<file path="config.mk">
export PLATFORM = sky130hd
export DESIGN_NAME = sound_sequencer
export DESIGN_NICKNAME = d
export VERILOG_FILES = /design/src/rtl/sound_pkg.sv /design/src/rtl/tone_gen.sv /design/src/rtl/sound_sequencer.sv
export SDC_FILE = /design/constraint.sdc
export NUM_CORES = 1
export LEC_CHECK = 0
export ABC_AREA = 1
export BUFFER_PORTS_ARGS = -buffer_cell sky130_fd_sc_hd__buf_2
export CAP_MARGIN = 10
export CORE_MARGIN = 2
export CORE_UTILIZATION = 41
export DETAILED_ROUTE_END_ITERATION = 12
export SYNTH_ARGS = -nofsm -noshare
export SYNTH_HDL_FRONTEND = slang
export SYNTH_SLANG_ARGS = --single-unit
</file>
<file path="constraint.sdc">
create_clock -name clk -period 3 [get_ports clk]
set_input_delay 0.3 -clock clk [delete_from_list [all_inputs] [get_ports clk]]
set_output_delay 0.3 -clock clk [all_outputs]
set_load 0.01 [all_outputs]
</file>
<file path="src/rtl/sound_pkg.sv">
`timescale 1ns/1ps
`default_nettype none
// ============================================================================
// Module : sound_pkg
// Brief  : Melody codes, note pitches and lookup helpers for sound_sequencer.
// Rev    : 1.0  initial release
// ============================================================================
package sound_pkg;

    typedef enum logic [1:0] {
        NONE = 2'd0,
        COIN = 2'd1,
        WIN  = 2'd2,
        LOSE = 2'd3
    } melody_e;

    typedef enum logic [1:0] {
        IDLE = 2'd0,
        TONE = 2'd1,
        GAP  = 2'd2
    } state_e;

    localparam int HP_W    = 17;
    localparam int FRAME_W = 8;

    localparam logic [3:0] CODE_COIN = 4'd14;
    localparam logic [3:0] CODE_WIN  = 4'd1;
    localparam logic [3:0] CODE_LOSE = 4'd2;

    // Half-periods in 50 MHz clock cycles
    localparam logic [HP_W-1:0] HP_A4 = 17'd56818;
    localparam logic [HP_W-1:0] HP_C5 = 17'd47801;
    localparam logic [HP_W-1:0] HP_E5 = 17'd37936;
    localparam logic [HP_W-1:0] HP_G5 = 17'd31888;
    localparam logic [HP_W-1:0] HP_C6 = 17'd23878;

    localparam logic [2:0] LEN_COIN = 3'd2;
    localparam logic [2:0] LEN_WIN  = 3'd4;
    localparam logic [2:0] LEN_LOSE = 3'd4;

    function automatic melody_e decode_code(input logic [3:0] code);
        case (code)
            CODE_COIN: decode_code = COIN;
            CODE_WIN:  decode_code = WIN;
            CODE_LOSE: decode_code = LOSE;
            default:   decode_code = NONE;
        endcase
    endfunction

    function automatic logic [2:0] melody_len(input melody_e m);
        case (m)
            COIN:    melody_len = LEN_COIN;
            WIN:     melody_len = LEN_WIN;
            LOSE:    melody_len = LEN_LOSE;
            default: melody_len = 3'd0;
        endcase
    endfunction

    function automatic logic [HP_W-1:0] note_half_period(input melody_e m, input logic [2:0] idx);
        note_half_period = '0;
        case (m)
            COIN: begin
                case (idx)
                    3'd0:    note_half_period = HP_E5;
                    3'd1:    note_half_period = HP_C6;
                    default: note_half_period = '0;
                endcase
            end
            WIN: begin
                case (idx)
                    3'd0:    note_half_period = HP_C5;
                    3'd1:    note_half_period = HP_E5;
                    3'd2:    note_half_period = HP_G5;
                    3'd3:    note_half_period = HP_C6;
                    default: note_half_period = '0;
                endcase
            end
            LOSE: begin
                case (idx)
                    3'd0:    note_half_period = HP_G5;
                    3'd1:    note_half_period = HP_E5;
                    3'd2:    note_half_period = HP_C5;
                    3'd3:    note_half_period = HP_A4;
                    default: note_half_period = '0;
                endcase
            end
            default: note_half_period = '0;
        endcase
    endfunction

endpackage
`default_nettype wire

</file>
<file path="src/rtl/tone_gen.sv">
`timescale 1ns/1ps
`default_nettype none
// ============================================================================
// Module : tone_gen
// Brief  : Half-period counter and toggle flop producing a gated square wave.
// Rev    : 1.0  initial release
// ============================================================================
module tone_gen
    import sound_pkg::*;
(
    input  logic            clk,
    input  logic            rst_n,
    input  logic            clear,
    input  logic            enable,
    input  logic            mute,
    input  logic [HP_W-1:0] half_period,
    output logic            square
);

    logic [HP_W-1:0] cnt_q, cnt_d;
    logic            phase_q, phase_d;
    logic            square_q, square_d;

    always_comb begin
        cnt_d   = cnt_q;
        phase_d = phase_q;
        if (clear || !enable) begin
            cnt_d   = '0;
            phase_d = 1'b0;
        end else if (cnt_q == half_period - 17'd1) begin
            cnt_d   = '0;
            phase_d = ~phase_q;
        end else begin
            cnt_d   = cnt_q + 17'd1;
        end
        // Mute only masks the output; the phase keeps running underneath
        square_d = phase_d & ~mute;
    end

    always_ff @(posedge clk or negedge rst_n) begin
        if (!rst_n) begin
            cnt_q    <= '0;
            phase_q  <= 1'b0;
            square_q <= 1'b0;
        end else begin
            cnt_q    <= cnt_d;
            phase_q  <= phase_d;
            square_q <= square_d;
        end
    end

    assign square = square_q;

endmodule
`default_nettype wire

</file>
<file path="src/rtl/sound_sequencer.sv">
`timescale 1ns/1ps
`default_nettype none
// ============================================================================
// Module : sound_sequencer
// Brief  : Plays coin/win/lose melodies on a square-wave speaker output.
// Rev    : 1.0  initial release
// ============================================================================
module sound_sequencer
    import sound_pkg::*;
#(
    parameter int NOTE_FRAMES = 6,
    parameter int GAP_FRAMES  = 1
) (
    input  logic        clk,
    input  logic        resetN,
    input  logic        startOfFrame,
    input  logic [3:0]  sound_code,
    input  logic        mute,
    output logic        audio_out,
    output logic        busy,
    output logic [1:0]  melody_id,
    output logic [2:0]  note_idx,
    output logic [16:0] half_period
);

    localparam logic [FRAME_W-1:0] NOTE_FRAMES_C = FRAME_W'(NOTE_FRAMES);
    localparam logic [FRAME_W-1:0] GAP_FRAMES_C  = FRAME_W'(GAP_FRAMES);

    state_e             state_q, state_d;
    melody_e            melody_q, melody_d;
    logic [2:0]         note_q, note_d;
    logic [FRAME_W-1:0] frame_q, frame_d;
    logic [HP_W-1:0]    hp_q, hp_d;
    logic [3:0]         last_code_q;

    melody_e mel_now, mel_last;
    logic    trigger, accept, tone_restart, tone_enable;

    always_comb begin
        mel_now  = decode_code(sound_code);
        mel_last = decode_code(last_code_q);
        trigger  = (mel_now != NONE) && (mel_now != mel_last);
        // Equal priority is accepted so a repeated event restarts its melody
        accept   = trigger && (2'(mel_now) >= 2'(melody_q));
    end

    always_comb begin
        state_d      = state_q;
        melody_d     = melody_q;
        note_d       = note_q;
        frame_d      = frame_q;
        hp_d         = hp_q;
        tone_restart = 1'b0;

        if (accept) begin
            state_d      = TONE;
            melody_d     = mel_now;
            note_d       = 3'd0;
            frame_d      = NOTE_FRAMES_C;
            hp_d         = note_half_period(mel_now, 3'd0);
            tone_restart = 1'b1;
        end else begin
            case (state_q)
                IDLE: begin
                end
                TONE: begin
                    if (startOfFrame) begin
                        if (frame_q > 1) begin
                            frame_d = frame_q - 1'b1;
                        end else if (note_q == melody_len(melody_q) - 3'd1) begin
                            state_d  = IDLE;
                            melody_d = NONE;
                            note_d   = 3'd0;
                            frame_d  = '0;
                            hp_d     = '0;
                        end else if (GAP_FRAMES == 0) begin
                            state_d      = TONE;
                            note_d       = note_q + 3'd1;
                            frame_d      = NOTE_FRAMES_C;
                            hp_d         = note_half_period(melody_q, note_q + 3'd1);
                            tone_restart = 1'b1;
                        end else begin
                            state_d = GAP;
                            frame_d = GAP_FRAMES_C;
                        end
                    end
                end
                GAP: begin
                    if (startOfFrame) begin
                        if (frame_q > 1) begin
                            frame_d = frame_q - 1'b1;
                        end else begin
                            state_d      = TONE;
                            note_d       = note_q + 3'd1;
                            frame_d      = NOTE_FRAMES_C;
                            hp_d         = note_half_period(melody_q, note_q + 3'd1);
                            tone_restart = 1'b1;
                        end
                    end
                end
                default: begin
                    state_d  = IDLE;
                    melody_d = NONE;
                    note_d   = 3'd0;
                    frame_d  = '0;
                    hp_d     = '0;
                end
            endcase
        end

        // Looking at the next state lets the output drop on the same edge
        tone_enable = (state_d == TONE);
    end

    always_ff @(posedge clk or negedge resetN) begin
        if (!resetN) begin
            state_q     <= IDLE;
            melody_q    <= NONE;
            note_q      <= 3'd0;
            frame_q     <= '0;
            hp_q        <= '0;
            last_code_q <= 4'd0;
        end else begin
            state_q     <= state_d;
            melody_q    <= melody_d;
            note_q      <= note_d;
            frame_q     <= frame_d;
            hp_q        <= hp_d;
            last_code_q <= sound_code;
        end
    end

    tone_gen u_tone_gen (
        .clk         (clk),
        .rst_n       (resetN),
        .clear       (tone_restart),
        .enable      (tone_enable),
        .mute        (mute),
        .half_period (hp_q),
        .square      (audio_out)
    );

    assign busy        = (state_q != IDLE);
    assign melody_id   = melody_q;
    assign note_idx    = note_q;
    assign half_period = hp_q;

endmodule
`default_nettype wire
</file>
# After elaboration in Yosys (flattened, before gate mapping)
# Index checks and enable logic that the tools add are counted.
# classes
eq_ne	28
mux	53
n_bitwise	3
n_addsub	5
n_reduce_logical	13
n_lt_le_gt_ge	2
# ops
cell	count
2-to-1 mux 17 bit	8
case mux 16 bit (4 select lines)	2
case mux 17 bit (3 select lines)	2
case mux 16 bit (3 select lines)	1
2-to-1 mux 8 bit	5
case mux 16 bit (2 select lines)	1
2-to-1 mux 3 bit	10
case mux 8 bit (3 select lines)	1
2-to-1 mux 2 bit	10
case mux 2 bit (3 select lines)	3
adder 17 x 1 -> 17 bit (second input constant)	1
== test 17 bit	1
subtractor 17 x 1 -> 17 bit (second input constant)	1
inequality test 3 bit (second input constant)	5
== test 2 bit (second input constant)	5
case mux 3 bit (3 select lines)	1
== test 2 x 1 -> 1 bit (second input constant)	4
== test 4 x 1 -> 1 bit (second input constant)	2
== test 4 x 2 -> 1 bit (second input constant)	2
== test 4 bit (second input constant)	2
greater-than comparator 8 x 1 -> 1 bit (second input constant)	1
subtractor 8 x 1 -> 8 bit (second input constant)	1
2-to-1 mux 1 bit	7
== test 3 x 2 -> 1 bit (second input constant)	2
22 further kinds	26
# totals
reg_bits	55
out_inout_bits	24
elab_cells	113
input_bits	8

# Longest topological paths before layout
# Gate-level depths: netlist (run 1).
# depth
word_depth	19
ltp_mapped	17
ltp_nobuf	16

# Modules after synthesis
# Synthesis (run 1) repeated with hierarchy kept, for this count alone.
# unflattened
cells_unflattened	632
area_unflattened_um2	4055.1
# by_module_without_submodules
mod	cells_each	seq_area_each_um2	n_inst	area_each_um2
sound_sequencer	324	750.7	1	2243.4
tone_gen	308	475.5	1	1811.7

# Least setup slack after synthesis (run 1)
# Ideal clock, no wire load.
# synth_timing
path_kind	register to register
from	register hp_q[9] (netlist: half_period[9])
to	register u_tone_gen.cnt_q[11]
path_slack_ns	0.904
period_less_slack_ns	2.096
arrival_time_ns	1.974
required_ns	2.878
setup_time_ns	0.122
stages_incl_launch_ff	16
path_buffers	2
cell_sequence	dfrtp_1 -> buf_6 -> inv_1 -> ha_1 -> inv_1 -> nand2_1 -> nand3_1 -> nand2_1 -> nand3_1 -> nor2_1 -> nand3_1 -> nor2_1 -> nand3_2 -> nand2_4 -> buf_12 -> nor2_2
# synth_via
elab_chain_len	4
# synth_rtl
item	line_no	rtl
start, declared	sound_sequencer.sv:33	logic [HP_W-1:0] hp_q, hp_d;
start signal, assigned	sound_sequencer.sv:128	hp_q <= hp_d;
subtractor 17 x 1 -> 17 bit	tone_gen.sv:30	end else if (cnt_q == half_period - 17'd1) begin
== test 17 bit	tone_gen.sv:30	
2-to-1 mux 17 bit	tone_gen.sv:30	
2-to-1 mux 17 bit	tone_gen.sv:27	if (clear || !enable) begin
via u_tone_gen.cnt_d[11]	tone_gen.sv:20	logic [HP_W-1:0] cnt_q, cnt_d;
end signal, assigned	tone_gen.sv:46	cnt_q <= cnt_d;
end, declared	tone_gen.sv:20	
# The timed path passes the listed nets, and every way through them passes these cells.
# A chain may end at the register's enable or synchronous reset.

# Worst setup path after layout (run 1)
# layout_timing
from	register hp_q[8] (netlist: half_period[8])
to	register u_tone_gen.cnt_q[14]
# Same word-level chain as after synthesis.

==> results.json, run 1 <==
{
  "routed_wl_um": 8930,
  "regToRegEndpoint": "u_tone_gen.cnt_q[14]",
  "synthMostInstantiatedCell": "nand2_1",
  "netlist_area_um2": 3830,
  "cts_hold_buf": 0,
  "design.die.area_um2": 10100,
  "start_kind": "register",
  "seq_area_frac_synth": 0.320,
  "fin_nets": 591,
  "cts_buffer_depth": 2,
  "synth_cell_types": 44,
  "diodes": 0,
  "antenna_found_initial": 0,
  "cp_slowest_cell": "dfrtp_1",
  "ys_warn_count": 0,
  "worst_pin_slew_ns": 0.834,
  "synth_edf_count": 0,
  "synthArstFlopShare": 1.00,
  "dr_total_vias": 3407,
  "rr_worst_depth": 13,
  "core-area_um2": 9150,
  "gp_congestion": 0.881,
  "reg2reg_from": "half_period[8]",
  "power_density_nw_per_um2": 790,
  "synthSimpleGateAreaFrac": 0.348,
  "arrival_ns": 2.50,
  "worstPathMaxFanout": 17,
  "fin_crit_sh": 0.771,
  "maxCapViolations": 0,
  "crit_required_ns": 3.19,
  "worstPathBufferInverterCount": 1,
  "synth_top_family_by_area": "simple AND/OR/NAND/NOR gates",
  "crit_path_max_incr_delay_ns": 0.49,
  "post_drt_wl_per_cell_um": 13.2,
  "track_usage": 0.190,
  "grt-ovfl-total": 0,
  "cts_resized": 0,
  "hold_viol_final": 0,
  "syn-instance-count": 537,
  "grt_max_degree": 36,
  "start_util": 0.418,
  "clock-sinks": 49,
  "vdd_ir_drop_max_uv": 519,
  "grt_pass1_wl_um": 15500,
  "path_cells": "inv_1, ha_1, nand2_1, nor2_1, nand2_1, nand2_1, nand3_1, nor2_1, nand3_1, nor2_1, nand3_2, nand2_4, nor2_1",
  "synthAdderAreaFrac": 0.0621,
  "p_leak_nw": 2.07,
  "clk_pin_slew_ns": 0.09,
  "hold-worst-slack_ns": 0.0899,
  "synth.top_cells.by_count": "nand2_1, inv_1, nor2_1",
  "synth_area_leaders": "dfrtp_1, nand2_1, inv_1",
  "hpwl_um": 6980,
  "postLayoutCoreUtil": 0.451,
  "first_global_vias": 3326,
  "antenna_left": 0,
  "cts_inserted_buffers": 5,
  "crit_end": "u_tone_gen.cnt_q[14]",
  "critPathKind": "register to register",
  "rrSetupSlack_ns": 0.69,
  "drtIter0Drc": 118,
  "insertion_delay_ns": 0.30,
  "viasPerCell": 5.05,
  "pin_count": 32,
  "status": "completed",
  "drive_gt1_frac": 0.156,
  "hp-class": "input pin to asynchronous set/reset pin",
  "drc_errors": 0,
  "fill_cells": 936,
  "critPathMostFrequentCell": "nor2_1",
  "synth_top_area_cell": "dfrtp_1",
  "num_rows": 35,
  "skew_ns": 0.00852,
  "rsz0062_at_grt": "false",
  "fin_setup_tns_ns": 0,
  "synthMuxAreaShare": 0,
  "synth_compound_area_frac": 0.117,
  "synth-xor-area-share": 0.0412,
  "period_needed_ns": 2.31,
  "syn_nets": 564,
  "cp_num_cells": 13,
  "end_kind": "register",
  "die_w_um": 101,
  "cts_tree": "done",
  "final-setup-viol-count": 0,
  "cts-root-buf": "clkbuf_8",
  "crit_start": "half_period[8]",
  "synth.avg_cell_area_um2": 7.13,
  "htreeDepth": 2,
  "finalPower_mw": 3.26,
  "fmax_ghz": 0.432,
  "die_h_um": 101,
  "synth-seq-cells": 49,
  "yosysTopAreaCellShare": 0.320,
  "first_pass_iters": 5,
  "path_delay_family": "simple AND/OR/NAND/NOR gates",
  "relSlewSlack": 0.444,
  "slew_violations": 0,
  "io_buffers": 30,
  "cts_setup_buffers": 0,
  "area_delta_synth_final_pct": 7.78,
  "synth-main-ff-cell": "dfrtp_1"
}
[final cells by class]
class | instances | area, µm² | share of cell area
sequential | 49 | 1230 | 0.297
inverter | 85 | 319 | 0.0773
multi-input combinational | 390 | 2180 | 0.528
clock buffer | 6 | 82.6 | 0.0200
timing repair buffer | 33 | 173 | 0.0419
tap | 111 | 139 | 0.0337
clock inverter | 1 | 7.51 | 0.00182
[flip-flops by register name, indices dropped and copies added (netlist names)]
register            count
u_tone_gen.cnt_q       17
half_period            11
frame_q                 8
last_code_q             4
note_idx                3
melody_id               2
state_q                 2
u_tone_gen.phase_q      1
u_tone_gen.square       1
[how the worst min path moves through the flow]
stage	startpoint	endpoint	depth (start not counted)
finish	resetN	u_tone_gen.cnt_q[5]	1
global route	sound_code[3]	last_code_q[3]	1
CTS	resetN	u_tone_gen.cnt_q[5]	1
detailed placement	sound_code[1]	last_code_q[1]	1
global placement	sound_code[0]	last_code_q[0]	1
floorplan	resetN	frame_q[0]	0
[metal layers]
metal	share of wire	vias to the layer above	global-route usage	wire (µm)
met4	0.014	0	0.0558	127
met1	0.45	1565	0.244	4030
met2	0.50	77	0.336	4440
li1	-	1752	-	-
met3	0.037	13	0.0215	329
met5	0	-	0	0
[through the flow]
step	setup slack [ns]	instances	instance area, µm²
after floorplan	0.904	537	3830
after CTS	0.704	675	4130
after detailed placement	0.485	668	4040
after global placement	0.524	668	4040
final	0.688	675	4130
after global routing	0.410	675	4130
[worst reg2reg max path, stage by stage (launching register included)]
cell     delay, ns
dfrtp_1       0.49
inv_1         0.17
ha_1          0.33
nand2_1       0.12
nor2_1        0.16
nand2_1       0.07
nand2_1       0.06
nand3_1       0.06
nor2_1        0.10
nand3_1       0.09
nor2_1        0.12
nand3_2       0.11
nand2_4       0.25
nor2_1        0.09
[power by group]
group          switching [mW]  total (mW)  leakage (nW)  internal [mW]
clock network           0.225       0.408        0.0433          0.183
logic                    1.23        1.84          1.38          0.605
registers               0.210        1.01         0.650          0.802
total                    1.67        3.26          2.07           1.59
[logic make-up (layout without fill, tap and decap cells)]
| family | Yosys count | count (layout) |
|---|---|---|
| simple gates | 279 | 279 |
| buf+inv | 98 | 125 |
| compound gates | 73 | 73 |
| flops | 49 | 49 |
| fa+ha+maj | 19 | 19 |
| xor+xnor | 18 | 18 |
| other cells | 1 | 1 |
[placed cells by master (no fill, tap or decap), drive strengths merged]
cell type,netlist,layout
nand2,131,131
nor2,92,92
inv,85,85
dfrtp,49,49
nand3,40,40
buf,13,33
o21ai,30,30
ha,19,19
xor2,15,15
a31oi,12,12
a21oi,11,11
clkbuf,0,6
o22ai,5,5
nor3,5,5
o211ai,4,4
o21bai,4,4
nand4,4,4
xnor2,3,3
nand3b,3,3
o2111ai,3,3
or2,3,3
o21a,1,1
nor3b,1,1
o31ai,1,1
a22oi,1,1
a211oi,1,1
conb,1,1
clkinvlp,0,1
Note: power is estimated with default switching activity, not from simulation.
==> inputs of run 2 (changes only) <==
- clock period: 3 -> 2.39 ns (I/O delays scaled with it)
==> run 2 against run 1 <==
Net effect: register-to-register slack got worse by 0.42 ns; via count about the same; clock-buffer cell count unchanged.
==> results.json, run 2 (synthesized netlist as in run 1, its figures left out) <==
{
  "fin_crit_sh": 0.889,
  "critPathKind": "register to register",
  "cts_tree": "done",
  "track_usage": 0.188,
  "fin_nets": 599,
  "core-area_um2": 9150,
  "hp-class": "input pin to register",
  "gp_congestion": 0.861,
  "final-setup-viol-count": 0,
  "status": "completed",
  "maxCapViolations": 0,
  "io_buffers": 30,
  "viasPerCell": 4.98,
  "fin_setup_tns_ns": 0,
  "slew_violations": 0,
  "top_register": "u_tone_gen.cnt_q",
  "fmax_ghz": 0.470,
  "place_area_um2": 4090,
  "largest_reg_flops": 17,
  "cts_inserted_buffers": 5,
  "period_needed_ns": 2.13,
  "cts_setup_buffers": 0,
  "insertion_delay_ns": 0.30,
  "pre_cts_ws_ns": 0.0405,
  "cp_slowest_cell": "dfrtp_1",
  "layout_setup_ws_ns": 0.265,
  "dr_total_vias": 3406,
  "pin_count": 32,
  "rr_worst_depth": 10,
  "fill_cells": 965,
  "first_global_vias": 3322,
  "p_leak_nw": 2.11,
  "hold_viol_final": 0,
  "area_delta_synth_final_pct": 9.71,
  "die_h_um": 101,
  "num_rows": 35,
  "post_drt_wl_per_cell_um": 12.8,
  "hold_depth": 1,
  "worstPathMaxFanout": 23,
  "antenna_left": 0,
  "layout_commonest_cell": "nand2_1",
  "fin_area_um2": 4200,
  "drive_gt1_frac": 0.173,
  "drtIter0Drc": 119,
  "diodes": 0,
  "routed_wl_um": 8760,
  "htreeDepth": 2,
  "cts-root-buf": "clkbuf_8",
  "critPathMostFrequentCell": "nand2_1",
  "arrival_ns": 2.34,
  "design.die.area_um2": 10100,
  "grt-ovfl-total": 0,
  "cts_buffer_depth": 2,
  "clk_pin_slew_ns": 0.09,
  "crit_path_max_incr_delay_ns": 0.47,
  "first_pass_iters": 6,
  "crit_required_ns": 2.61,
  "start_util": 0.418,
  "antenna_found_initial": 0,
  "hpwl_um": 6910,
  "drc_errors": 0,
  "die_w_um": 101,
  "rsz0062_at_grt": "false",
  "clock-sinks": 49,
  "grt_pass1_wl_um": 15300,
  "vdd_ir_drop_max_uv": 495,
  "end_kind": "register",
  "start_kind": "register",
  "power_density_nw_per_um2": 976,
  "skew_ns": 0.00750,
  "path_cells": "inv_1, nor2_1, o21ai_0, o21ai_1, nand2_1, nand2_1, nand2_1, nand2_2, nor2_1, a31oi_1",
  "final_cell_mix": "nand2_1, inv_1, nor2_1, dfrtp_1, nand3_1",
  "grt_max_degree": 35
}
==> run 2: routing by layer <==
| layer | part of all wire | up-vias | global-route usage |
|---|---|---|---|
| met5 | 0 | - | 0 |
| met4 | 0.0070 | 0 | 0.0516 |
| met3 | 0.028 | 4 | 0.0229 |
| met2 | 0.48 | 55 | 0.324 |
| met1 | 0.48 | 1585 | 0.248 |
| li1 | - | 1762 | - |
==> run 2: worst max-delay path, delay by kind of cell, from the launching register on <==
family / cells / cell delay, ns
simple gates: 6 / 0.94
compound gates: 3 / 0.49
flops: 1 / 0.47
buf+inv: 1 / 0.12
==> run 2: layout make-up <==
type | instances | area, µm² | share of cell area
Sequential cell | 49 | 1230 | 0.292
Tap cell | 111 | 139 | 0.0331
Clock buffer | 6 | 72.6 | 0.0173
Clock inverter | 2 | 10.0 | 0.00238
Multi-Input combinational cell | 390 | 2200 | 0.523
Timing Repair Buffer | 41 | 235 | 0.0560
Inverter | 85 | 319 | 0.0760
==> run 2: final timing paths <==
check	from	endpoint	slack, ns
max in group asynchronous	resetN	melody_id[1]	1.20
worst min-delay path	sound_code[3]	last_code_q[3]	0.07
worst max register to register	melody_id[0]	half_period[5]	0.26
min in group asynchronous	resetN	u_tone_gen.cnt_q[9]	0.39
worst max-delay path	melody_id[0]	half_period[5]	0.26
worst min register to register	u_tone_gen.cnt_q[0]	u_tone_gen.cnt_q[0]	0.54
==> run 2: power by group <==
group          internal [mW]  leakage, nW  total, mW  switching, mW
sequential              1.01        0.648       1.27          0.262
clock                  0.203       0.0450      0.474          0.271
combinational          0.803         1.42       2.35           1.55
total                   2.01         2.11       4.10           2.08
==> run 2: timing repair <==
item / in CTS / in global routing
setup endpoints to repair: 0 / 19
hold buffers: 1 / 0
resized for setup: 0 / 6
endpoints found under the hold margin: 15 / 0
==> run 2: metrics by stage <==
step	hold WS (ns)	util	cells	total power, mW
2_1_floorplan	-0.0566	-	537	3.10
3_3_place_gp	0.191	0.447	675	3.59
3_5_place_dp	0.185	0.447	675	3.62
4_1_cts	0.0560	0.457	684	4.11
5_1_grt	0.0540	0.459	684	4.58
6_report	0.0676	0.459	684	4.10
==> inputs of run 3 (changes only) <==
- clock period: 2.39 -> 2.4 ns (I/O delays scaled with it)
==> run 3 against run 2 <==
Net effect: clock-buffer cell count shrank 1; combinational power barely moved; hold slack worse by 0.0026 ns; global-route usage up 0.061 points; power barely moved; cell count is 0.15% lower; worst setup slack got worse by 0.0088 ns; critical path depth up 1; utilization barely moved; critical endpoint is now half_period[4]; largest power group unchanged.
==> results.json, run 3 (synthesized netlist as in run 1, its figures left out) <==
{
  "status": "completed",
  "hold_viol_final": 0,
  "path_delay_family": "adder cells",
  "core-area_um2": 9150,
  "start_kind": "register",
  "layout_commonest_cell": "nand2_1",
  "grt_max_degree": 31,
  "power_density_nw_per_um2": 976,
  "first_global_vias": 3324,
  "fin_setup_tns_ns": 0,
  "die_h_um": 101,
  "die_w_um": 101,
  "routed_wl_um": 8820,
  "end_kind": "register",
  "critPathMostFrequentCell": "inv_1",
  "slew_violations": 0,
  "hpwl_um": 6850,
  "post_drt_wl_per_cell_um": 12.9,
  "area_delta_synth_final_pct": 9.68,
  "worstPathMaxFanout": 7,
  "p_leak_nw": 2.11,
  "clk_pin_slew_ns": 0.10,
  "viasPerCell": 4.99,
  "fin_crit_sh": 0.893,
  "cts_tree": "done",
  "drive_gt1_frac": 0.168,
  "design.die.area_um2": 10100,
  "largest_reg_flops": 17,
  "skew_ns": 0.0155,
  "fill_cells": 925,
  "cp_slowest_cell": "dfrtp_1",
  "cts_inserted_buffers": 5,
  "maxCapViolations": 0,
  "cts-root-buf": "clkbuf_8",
  "fmax_ghz": 0.466,
  "dr_total_vias": 3410,
  "arrival_ns": 2.31,
  "postLayoutCoreUtil": 0.459,
  "worstPathBufferInverterCount": 3,
  "first_pass_iters": 5,
  "io_buffers": 30,
  "gp_congestion": 0.881,
  "drtIter0Drc": 183,
  "insertion_delay_ns": 0.31,
  "rsz0062_at_grt": "false",
  "pin_count": 32,
  "final-setup-viol-count": 0,
  "fin_nets": 598,
  "num_rows": 35,
  "crit_required_ns": 2.57,
  "path_cells": "ha_1, ha_1, inv_1, nand2_1, inv_1, nor2_1, inv_1, o21ai_0, o2111ai_1, nand3_1, a31oi_1",
  "period_needed_ns": 2.14,
  "track_usage": 0.189,
  "grt_pass1_wl_um": 15500,
  "antenna_left": 0,
  "final_cell_mix": "nand2_1, inv_1, nor2_1, dfrtp_1, nand3_1",
  "clock-sinks": 49,
  "drc_errors": 0,
  "cts_buffer_depth": 2,
  "antenna_found_initial": 0,
  "start_util": 0.418,
  "hp-class": "input pin to register",
  "top_register": "u_tone_gen.cnt_q",
  "htreeDepth": 2,
  "critPathKind": "register to register",
  "diodes": 0,
  "vdd_ir_drop_max_uv": 545,
  "grt-ovfl-total": 0,
  "crit_path_max_incr_delay_ns": 0.47
}
run 3: final cells by class:
| class | count | area (µm²) | area share |
|---|---|---|---|
| clock inverter | 3 | 17.5 | 0.00417 |
| multi-input combinational | 390 | 2200 | 0.524 |
| timing repair buffer | 40 | 228 | 0.0542 |
| clock buffer | 5 | 68.8 | 0.0164 |
| tap | 111 | 139 | 0.0331 |
| sequential | 49 | 1230 | 0.292 |
| inverter | 85 | 319 | 0.0760 |
run 3: where the power goes:
part / internal, mW / switching (mW) / leakage, nW
logic: 0.793 / 1.56 / 1.42
registers: 1.00 / 0.251 / 0.650
clock network: 0.202 / 0.289 / 0.0439
total: 2.00 / 2.10 / 2.11
run 3: per-stage QoR:
stage          hold slack [ns]  setup slack (ns)  total power [mW]  cells  area (µm²)
5_1_grt                 0.0530           0.00690              4.53    683        4200
2_1_floorplan          -0.0556             0.304              3.09    537        3830
4_1_cts                 0.0494             0.112              4.10    683        4180
3_3_place_gp             0.243            0.0960              3.54    674        4080
3_5_place_dp             0.244            0.0452              3.58    674        4080
6_report                0.0651             0.256              4.10    683        4200
run 3: layer usage:
metal / track usage / part of all wire / wire (µm) / up-vias
li1: - / - / - / 1757
met1: 0.251 / 0.47 / 4130 / 1578
met2: 0.317 / 0.48 / 4260 / 63
met3: 0.0298 / 0.037 / 325 / 12
met4: 0.0527 / 0.012 / 106 / 0
met5: 0 / 0 / 0 / -
run 3: path summary, 6_finish.rpt:
path | start | endpoint | slack (ns) | depth (start not counted)
max | note_idx[0] | half_period[4] | 0.26 | 11
min | sound_code[0] | last_code_q[0] | 0.07 | 1
max reg2reg | note_idx[0] | half_period[4] | 0.26 | 11
min reg2reg | u_tone_gen.cnt_q[0] | u_tone_gen.cnt_q[0] | 0.55 | 1
max in group asynchronous | resetN | half_period[8] | 1.19 | 3
min in group asynchronous | resetN | u_tone_gen.cnt_q[5] | 0.42 | 2
run 3: what timing repair did:
item                       in CTS  in global routing
setup endpoints to repair       0                 19
hold buffers                    1                  0
hold endpoints to repair       19                  0
gates resized for setup         0                  3
buffers inserted                0                  0
